--- src/rtl/hps_ext_arb_if.sv ---
// hps_ext_arb_if -- Avalon-MM style master port shared with the core-bus arbiter.
//
// One instance per internal bus master. The master modport is the issuing side
// (bus master), the slave modport is the arbiter side.
//
// Handshake: a request (read or write high) is accepted in the cycle where
// waitrequest is low; the master must hold address/writedata/strobes stable
// while waitrequest is high. Each accepted read returns exactly one
// readdatavalid pulse, in issue order, with readdata valid in that cycle.
//
// Signals:
//   address, writedata, read, write   master -> arbiter
//   waitrequest, readdata, readdatavalid  arbiter -> master
interface hps_ext_arb_if #(
  parameter int AW = 16,
  parameter int DW = 32
);
  logic [AW-1:0] address;
  logic [DW-1:0] writedata;
  logic          read;
  logic          write;
  logic          waitrequest;
  logic [DW-1:0] readdata;
  logic          readdatavalid;

  modport master (
    output address, writedata, read, write,
    input  waitrequest, readdata, readdatavalid
  );

  modport slave (
    input  address, writedata, read, write,
    output waitrequest, readdata, readdatavalid
  );
endinterface

--- src/rtl/hps_ext_arb.sv ---
// hps_ext_arb -- shares the hps_ext core register bus between the HPS ext port
// and two internal Avalon-MM masters (m0, m1).
//
// The HPS has absolute priority and is forwarded combinationally, so its timing
// on the core bus is unchanged. In cycles the HPS leaves idle, m0 and m1 are
// served round-robin, one access per cycle. Every issued read pushes a tag
// {valid, id} into an RD_LAT-deep pipeline so the fixed-latency read data can be
// steered back to whoever issued it.
//
// Ports:
//   clk_sys, reset_n          clock, asynchronous active-low reset
//   hps_addr/wdata/rd/wr      HPS ext side request (single-cycle strobes)
//   hps_rdata                 registered HPS read data, held until next HPS read
//   m0, m1                    Avalon-MM master ports (slave modport)
//   bus_addr/wdata/rd/wr      core bus request
//   bus_rdata                 core bus read data, valid RD_LAT cycles after bus_rd
module hps_ext_arb #(
  parameter int AW     = 16,
  parameter int DW     = 32,
  parameter int RD_LAT = 1
) (
  input  logic          clk_sys,
  input  logic          reset_n,
  input  logic [AW-1:0] hps_addr,
  input  logic [DW-1:0] hps_wdata,
  input  logic          hps_rd,
  input  logic          hps_wr,
  output logic [DW-1:0] hps_rdata,
  hps_ext_arb_if.slave  m0,
  hps_ext_arb_if.slave  m1,
  output logic [AW-1:0] bus_addr,
  output logic [DW-1:0] bus_wdata,
  output logic          bus_rd,
  output logic          bus_wr,
  input  logic [DW-1:0] bus_rdata
);

  localparam logic [1:0] ID_HPS = 2'd0;
  localparam logic [1:0] ID_M0  = 2'd1;
  localparam logic [1:0] ID_M1  = 2'd2;

  logic              hps_req;
  logic              m0_req;
  logic              m1_req;
  logic              gnt0;
  logic              gnt1;
  logic              last;      // 0 = m0 served last, 1 = m1 served last
  logic [1:0]        iss_id;
  logic [RD_LAT-1:0] tag_v;
  logic [1:0]        tag_id [RD_LAT];
  logic              out_v;
  logic [1:0]        out_id;

  assign hps_req = hps_rd | hps_wr;
  assign m0_req  = m0.read | m0.write;
  assign m1_req  = m1.read | m1.write;

  // Grant: HPS blocks both masters; on a tie the master that was not served
  // last wins. Everything is gated by reset_n so nothing is accepted in reset.
  always_comb begin
    gnt0 = 1'b0;
    gnt1 = 1'b0;
    if (reset_n && !hps_req) begin
      if (m0_req && m1_req) begin
        gnt0 = last;
        gnt1 = ~last;
      end else begin
        gnt0 = m0_req;
        gnt1 = m1_req;
      end
    end
  end

  // Bus mux. A master asserting read and write together issues a write only.
  always_comb begin
    bus_addr  = m0.address;
    bus_wdata = m0.writedata;
    bus_rd    = 1'b0;
    bus_wr    = 1'b0;
    iss_id    = ID_HPS;
    if (hps_req) begin
      bus_addr  = hps_addr;
      bus_wdata = hps_wdata;
      bus_rd    = hps_rd;
      bus_wr    = hps_wr;
      iss_id    = ID_HPS;
    end else if (gnt0) begin
      bus_rd    = m0.read & ~m0.write;
      bus_wr    = m0.write;
      iss_id    = ID_M0;
    end else if (gnt1) begin
      bus_addr  = m1.address;
      bus_wdata = m1.writedata;
      bus_rd    = m1.read & ~m1.write;
      bus_wr    = m1.write;
      iss_id    = ID_M1;
    end
    if (!reset_n) begin
      bus_rd = 1'b0;
      bus_wr = 1'b0;
    end
  end

  // Round-robin pointer, read tag pipeline and HPS data capture.
  always_ff @(posedge clk_sys or negedge reset_n) begin
    if (!reset_n) begin
      last      <= 1'b1;
      tag_v     <= '0;
      hps_rdata <= '0;
      for (int i = 0; i < RD_LAT; i++) begin
        tag_id[i] <= ID_HPS;
      end
    end else begin
      if (gnt0) begin
        last <= 1'b0;
      end else if (gnt1) begin
        last <= 1'b1;
      end
      tag_v[0]  <= bus_rd;
      tag_id[0] <= iss_id;
      for (int i = 1; i < RD_LAT; i++) begin
        tag_v[i]  <= tag_v[i-1];
        tag_id[i] <= tag_id[i-1];
      end
      // Capturing here isolates HPS data from any master read that follows.
      if (out_v && out_id == ID_HPS) begin
        hps_rdata <= bus_rdata;
      end
    end
  end

  // The last pipeline stage lines up with bus_rdata for the read it tags.
  assign out_v  = tag_v[RD_LAT-1];
  assign out_id = tag_id[RD_LAT-1];

  assign m0.waitrequest   = ~gnt0;
  assign m1.waitrequest   = ~gnt1;
  assign m0.readdatavalid = reset_n & out_v & (out_id == ID_M0);
  assign m1.readdatavalid = reset_n & out_v & (out_id == ID_M1);
  assign m0.readdata      = reset_n ? bus_rdata : '0;
  assign m1.readdata      = reset_n ? bus_rdata : '0;

endmodule

--- src/flat_wrapper.sv ---
// flat-port wrapper written by rule: the top's interface ports become plain ports
module hps_ext_arb_flat 
#(
  parameter int AW     = 16,
  parameter int DW     = 32,
  parameter int RD_LAT = 1
)
  (clk_sys, reset_n, hps_addr, hps_wdata, hps_rd, hps_wr, hps_rdata, bus_addr, bus_wdata, bus_rd, bus_wr, bus_rdata, m0_address, m0_writedata, m0_read, m0_write, m0_waitrequest, m0_readdata, m0_readdatavalid, m1_address, m1_writedata, m1_read, m1_write, m1_waitrequest, m1_readdata, m1_readdatavalid);
  hps_ext_arb_if #(.AW(AW), .DW(DW)) m0_i ();
  hps_ext_arb_if #(.AW(AW), .DW(DW)) m1_i ();
  input  logic clk_sys;
  input  logic reset_n;
  input  logic [AW-1:0] hps_addr;
  input  logic [DW-1:0] hps_wdata;
  input  logic hps_rd;
  input  logic hps_wr;
  output logic [DW-1:0] hps_rdata;
  output logic [AW-1:0] bus_addr;
  output logic [DW-1:0] bus_wdata;
  output logic bus_rd;
  output logic bus_wr;
  input  logic [DW-1:0] bus_rdata;
  input wire logic [$bits(m0_i.address)-1:0] m0_address;
  input wire logic [$bits(m0_i.writedata)-1:0] m0_writedata;
  input wire logic [$bits(m0_i.read)-1:0] m0_read;
  input wire logic [$bits(m0_i.write)-1:0] m0_write;
  output wire logic [$bits(m0_i.waitrequest)-1:0] m0_waitrequest;
  output wire logic [$bits(m0_i.readdata)-1:0] m0_readdata;
  output wire logic [$bits(m0_i.readdatavalid)-1:0] m0_readdatavalid;
  input wire logic [$bits(m1_i.address)-1:0] m1_address;
  input wire logic [$bits(m1_i.writedata)-1:0] m1_writedata;
  input wire logic [$bits(m1_i.read)-1:0] m1_read;
  input wire logic [$bits(m1_i.write)-1:0] m1_write;
  output wire logic [$bits(m1_i.waitrequest)-1:0] m1_waitrequest;
  output wire logic [$bits(m1_i.readdata)-1:0] m1_readdata;
  output wire logic [$bits(m1_i.readdatavalid)-1:0] m1_readdatavalid;
  assign m0_i.address = m0_address;
  assign m0_i.writedata = m0_writedata;
  assign m0_i.read = m0_read;
  assign m0_i.write = m0_write;
  assign m0_waitrequest = m0_i.waitrequest;
  assign m0_readdata = m0_i.readdata;
  assign m0_readdatavalid = m0_i.readdatavalid;
  assign m1_i.address = m1_address;
  assign m1_i.writedata = m1_writedata;
  assign m1_i.read = m1_read;
  assign m1_i.write = m1_write;
  assign m1_waitrequest = m1_i.waitrequest;
  assign m1_readdata = m1_i.readdata;
  assign m1_readdatavalid = m1_i.readdatavalid;
  hps_ext_arb #(.AW(AW), .DW(DW), .RD_LAT(RD_LAT)) u_core (.clk_sys(clk_sys), .reset_n(reset_n), .hps_addr(hps_addr), .hps_wdata(hps_wdata), .hps_rd(hps_rd), .hps_wr(hps_wr), .hps_rdata(hps_rdata), .m0(m0_i), .m1(m1_i), .bus_addr(bus_addr), .bus_wdata(bus_wdata), .bus_rd(bus_rd), .bus_wr(bus_wr), .bus_rdata(bus_rdata));
endmodule
--- config.mk ---
export PLATFORM = sky130hd
export DESIGN_NAME = hps_ext_arb_flat
export DESIGN_NICKNAME = d
export VERILOG_FILES = /design/src/rtl/hps_ext_arb_if.sv /design/src/rtl/hps_ext_arb.sv /design/src/flat_wrapper.sv
export SDC_FILE = /design/constraint.sdc
export NUM_CORES = 1
export LEC_CHECK = 0
export CORE_AREA = 2 2 131 133
export CTS_CLUSTER_DIAMETER = 60
export DETAILED_ROUTE_END_ITERATION = 10
export DIE_AREA = 0 0 133 135
export DONT_BUFFER_PORTS = 1
export PLACE_DENSITY = 0.36
export SLEW_MARGIN = 20
export SYNTH_ARGS = -nofsm -noshare
export SYNTH_HDL_FRONTEND = slang
export SYNTH_SLANG_ARGS = --single-unit
--- constraint.sdc ---
create_clock -name clk_sys -period 1.58 [get_ports clk_sys]
set_clock_uncertainty 0.15 [all_clocks]
set_input_delay 0.079 -clock clk_sys [delete_from_list [all_inputs] [get_ports clk_sys]]
set_output_delay 0.079 -clock clk_sys [all_outputs]
set_load 0.01 [all_outputs]
# Word level (Yosys, flattened, before mapping)
# Cells that the tools add are included.
[classes] bitwise=13 reduce_logical=6 eq_ne=2 n_mux=24
[op_table] op="$mux 32" n=4
[op_table] op="$mux 16" n=3
[op_table] op="$mux 1" n=14
[op_table] op="$mux 2" n=3
[op_table] op="$and 1x1->1" n=5
[op_table] op="$not 1->1" n=5
[op_table] op="$logic_and 1x1->1" n=3
[op_table] op="$or 1x1->1" n=3
[op_table] op="$eq 2x1->1 const B" n=1
[op_table] op="$eq 2x2->1 const B" n=1
[op_table] op="$logic_not 2->1" n=1
[op_table] op="$reduce_bool 2->1" n=1
[op_table] op="$logic_not 1->1" n=1
[totals] inputBits=184 reg_bits=36 elab_cells=49 out_inout_bits=150

# Logic depth before layout (Yosys ltp)
[logic_depth] word_depth=8 ltp_mapped=7 ltp_nobuf=5

# Least setup slack after synthesis
# No wires, ideal clock.
[synth_timing] path_kind="reg2out" from="register u_core.last" to="output port bus_wdata[12]" path_buffers=2 path_slack_ns=-0.160 stages_incl_launch_ff=8 t_arrival_ns=1.511 t_required_ns=1.351 cell_sequence="dfstp_2 -> o21ai_0 -> nor3b_2 -> inv_2 -> buf_2 -> buf_2 -> nand2_1 -> a31oi_1"
[synth_between] elab_chain_len=6 word_cells_on_any_way=8 classes_between="7 x mux; 1 x bitwise"
[synth_lines] element="start, declared" line_no="hps_ext_arb.sv:47" text="logic last;"
[synth_lines] element="start signal, assigned" line_no="hps_ext_arb.sv:107" text="last <= 1'b1;"
[synth_lines] element="start signal, assigned" line_no="hps_ext_arb.sv:115" text="last <= 1'b0;"
[synth_lines] element="start signal, assigned" line_no="hps_ext_arb.sv:117" text="last <= 1'b1;"
[synth_lines] element="$not 1->1" line_no="hps_ext_arb.sv:66" text="gnt1 = ~last;"
[synth_lines] element="$mux 1" line_no="hps_ext_arb.sv:64" text="if (m0_req && m1_req) begin"
[synth_lines] element="$mux 1" line_no="hps_ext_arb.sv:63" text="if (reset_n && !hps_req) begin"
[synth_lines] element="$mux 32" line_no="hps_ext_arb.sv:91" text="end else if (gnt1) begin"
[synth_lines] element="$mux 32 *" line_no="hps_ext_arb.sv:87" text="end else if (gnt0) begin"
[synth_lines] element="$mux 32 *" line_no="hps_ext_arb.sv:81" text="if (hps_req) begin"
[synth_lines] element="end, declared" line_no="flat_wrapper.sv:19" text="output logic [DW-1:0] bus_wdata;"
# Mark *: on every way between the ends. The rest lies on a longest branch, timed or not.

# Worst setup path in the final report
[layout_timing] from="register u_core.last" to="output port bus_wdata[1]"
# The elaborated chain is that of the path after synthesis.

==> out/qor.txt <==
Vias in the first global route = 2,970
Count of final hold-check violations = 0
Critical path class = flip-flop to primary output
Leakage = 0.00178 uW
Sequential standard cell area = 902 sq um
Antenna viol nets, final = 0
Core area = 0.0164 sq mm
Routed WL = 12,500 um
CTS tree = built
Max Cap Violations = 0
Mean Syn Cell Area = 7.50 sq um
Initial antenna violation count = 1
Met3 wire len = 929 um
DRC viols = 0
Distinct cell type count after synthesis = 24
Yosys Warn Count = 0
CP startpoint kind = flip-flop
Failing checks = setup timing
Final WS setup = -466 ps
GRT Util Overall = 0.117
Outcome = finished with violations
Area leader, netlist = dfrtp_1
Top-area cell type share of the netlist area = 0.312
Die height = 135 um
Clock root buffer = clkbuf_16
Die Area = 0.0180 sq mm
Hold WS = 31.4 ps
IO Pins = 334
CP arrival = 1820 ps
Synth area leaders = dfrtp_1 (31%), nand2_1 (13%), mux2_2 (13%)
Post-Syn Instances = 375
Initial DRT Pass Iterations = 4
Minimum clock period = 2050 ps
Area Overhead vs Synth = 68.6%
CTS buffer count = 5
Largest net degree at the start of global routing = 90
Post-synthesis register bit count = 36
Met1 wire length = 4340 um
Most common cell after layout, fill and taps aside = nand2_1
Fmax achieved = 489 MHz
# setup viols final = 62
Via count = 2,918
Synth Net Count = 559
Peak VDD IR = 0.381 mV
Share of post-route cells with drive strength above 1 = 0.417
Period utilization = 1.30
GR Overflow Total = 0
Chip width = 133 um
DR WL/cell = 19.6 um
Via density = 4.59
Clock Pin Slew Worst Setup and Hold Paths = 60 ps
Fill cells = 1,698
1st-iter DRT viols = 110
Worst-Margin Slew = 618 ps
Max-slew violations = 0
Starting Density = 0.171
PortBufs = 0
CP required = 1350 ps
Critical path capture point type = primary output
Multi-input logic area = 0.00230 sq mm
Critical path fanouts, max = 5
Max Root-Sink Buffers = 2
Register area share after synthesis = 0.321
Pwr dens = 741 mW/mm^2
Final Util = 0.289
H-tree levels = 2
Slew Limit Headroom = 0.588
RSZ-0062 raised after global routing = true
Net count, final = 598
First-pass GRT wire length = 16,300 um
Clk_lat worst skew = 280 ps
HP Class = input pin to flip-flop
Top Metal Used = met4
FP Rows = 47
Global placement routability congestion = 0.768
Post-Syn Area = 0.00281 sq mm
Hpwl dp = 8330 um
Met2 wire length = 6920 um
Commonest non-fill, non-tap cells in the layout = nand2_1 (62), nor2_1 (49), dlygate4sd3_1 (38)
CTS sink cnt = 36
==> worst max-delay path, cell delays in order (launching register included) <==
cell	delay (ps)
dfstp_2	540
o21ai_2	50
nor3b_4	150
buf_6	140
inv_12	60
buf_12	140
buf_16	130
nand2_2	40
a31oi_1	150
buf_4	140
==> timing repair <==
item                       in CTS  in global routing
setup buffers                   8                  4
hold endpoints to repair       71                  1
cloned                          4                  5
pin swaps                      38                 47
hold buffers                   38                  1
setup endpoints to repair      53                 55
gates resized for setup        78                 53
==> report_power, final <==
group / total (uW) / switching (uW) / internal (uW)
Sequential: 1290 / 193 / 1090
Combinational: 1230 / 589 / 639
Clock: 1000 / 372 / 628
==> metal layers <==
layer  global-route usage  up-vias
met3               0.0255       18
met4               0.0508        0
li1                     -     1307
met2                0.225      204
met1                0.122     1389
met5                    0        -
==> registers in the layout, indices dropped and copies added, names as in the netlist <==
| register | count |
|---|---|
| u_core.out_id | 2 |
| u_core.last | 1 |
| u_core.hps_rdata | 32 |
| u_core.out_v | 1 |
==> worst paths after layout <==
kind | start | end | slack, ps | cells past startpoint
setup / recovery | u_core.last | bus_wdata[1] | -470 | 9
hold / removal | hps_rd | u_core.last | 30 | 3
setup reg to reg | u_core.last | u_core.out_v | -90 | 6
hold reg to reg | u_core.hps_rdata[27] | u_core.hps_rdata[27] | 430 | 1
max in group asynchronous | reset_n | u_core.last | 720 | 2
min in group asynchronous | reset_n | u_core.hps_rdata[8] | 300 | 2
==> layout make-up <==
cell class / instances / area share
multi-input cells: 277 / 0.486
repair buffers: 91 / 0.228
flip-flops and latches: 36 / 0.190
well taps: 220 / 0.0581
clock buffers: 7 / 0.0301
inverters: 3 / 0.00501
clock inverters: 1 / 0.00158
diodes: 1 / 0.000528
==> kinds of logic after synthesis <==
family          count (synthesis)  share of synthesized area
compound gates                 56                      0.127
buf+inv                        62                      0.130
flops                          36                      0.321
mux                            32                      0.128
simple gates                  189                      0.294
==> cell usage after synthesis (all sizes together) <==
| cell | instances |
|---|---|
| inv | 3 |
| and2 | 32 |
| nand2 | 97 |
| o2111ai | 1 |
| a21oi | 1 |
| clkbuf | 17 |
| nand3b | 1 |
| nand2b | 1 |
| or2 | 1 |
| nor2 | 51 |
| buf | 42 |
| a31oi | 49 |
| dfrtp | 35 |
| a311oi | 1 |
| nor3b | 5 |
| a21boi | 1 |
| mux2 | 32 |
| dfstp | 1 |
| o21ai | 1 |
| o21a | 2 |
| or3b | 1 |
==> per-stage QoR <==
| step | power, uW | setup TNS [ps] | cell area, sq um | instances | setup slack, ps |
|---|---|---|---|---|---|
| 6_report | 3510 | -21150 | 4740 | 636 | -466 |
| 5_1_grt | 3700 | -25530 | 4740 | 636 | -543 |
| 4_1_cts | 3400 | -21990 | 4350 | 626 | -479 |
| 3_5_place_dp | 2080 | -7370 | 3210 | 570 | -236 |
| 3_3_place_gp | 2070 | -6710 | 3210 | 570 | -186 |
| 2_1_floorplan | 1910 | -1620 | 2960 | 375 | -81.2 |
Note: power is estimated with default switching activity, not from simulation.
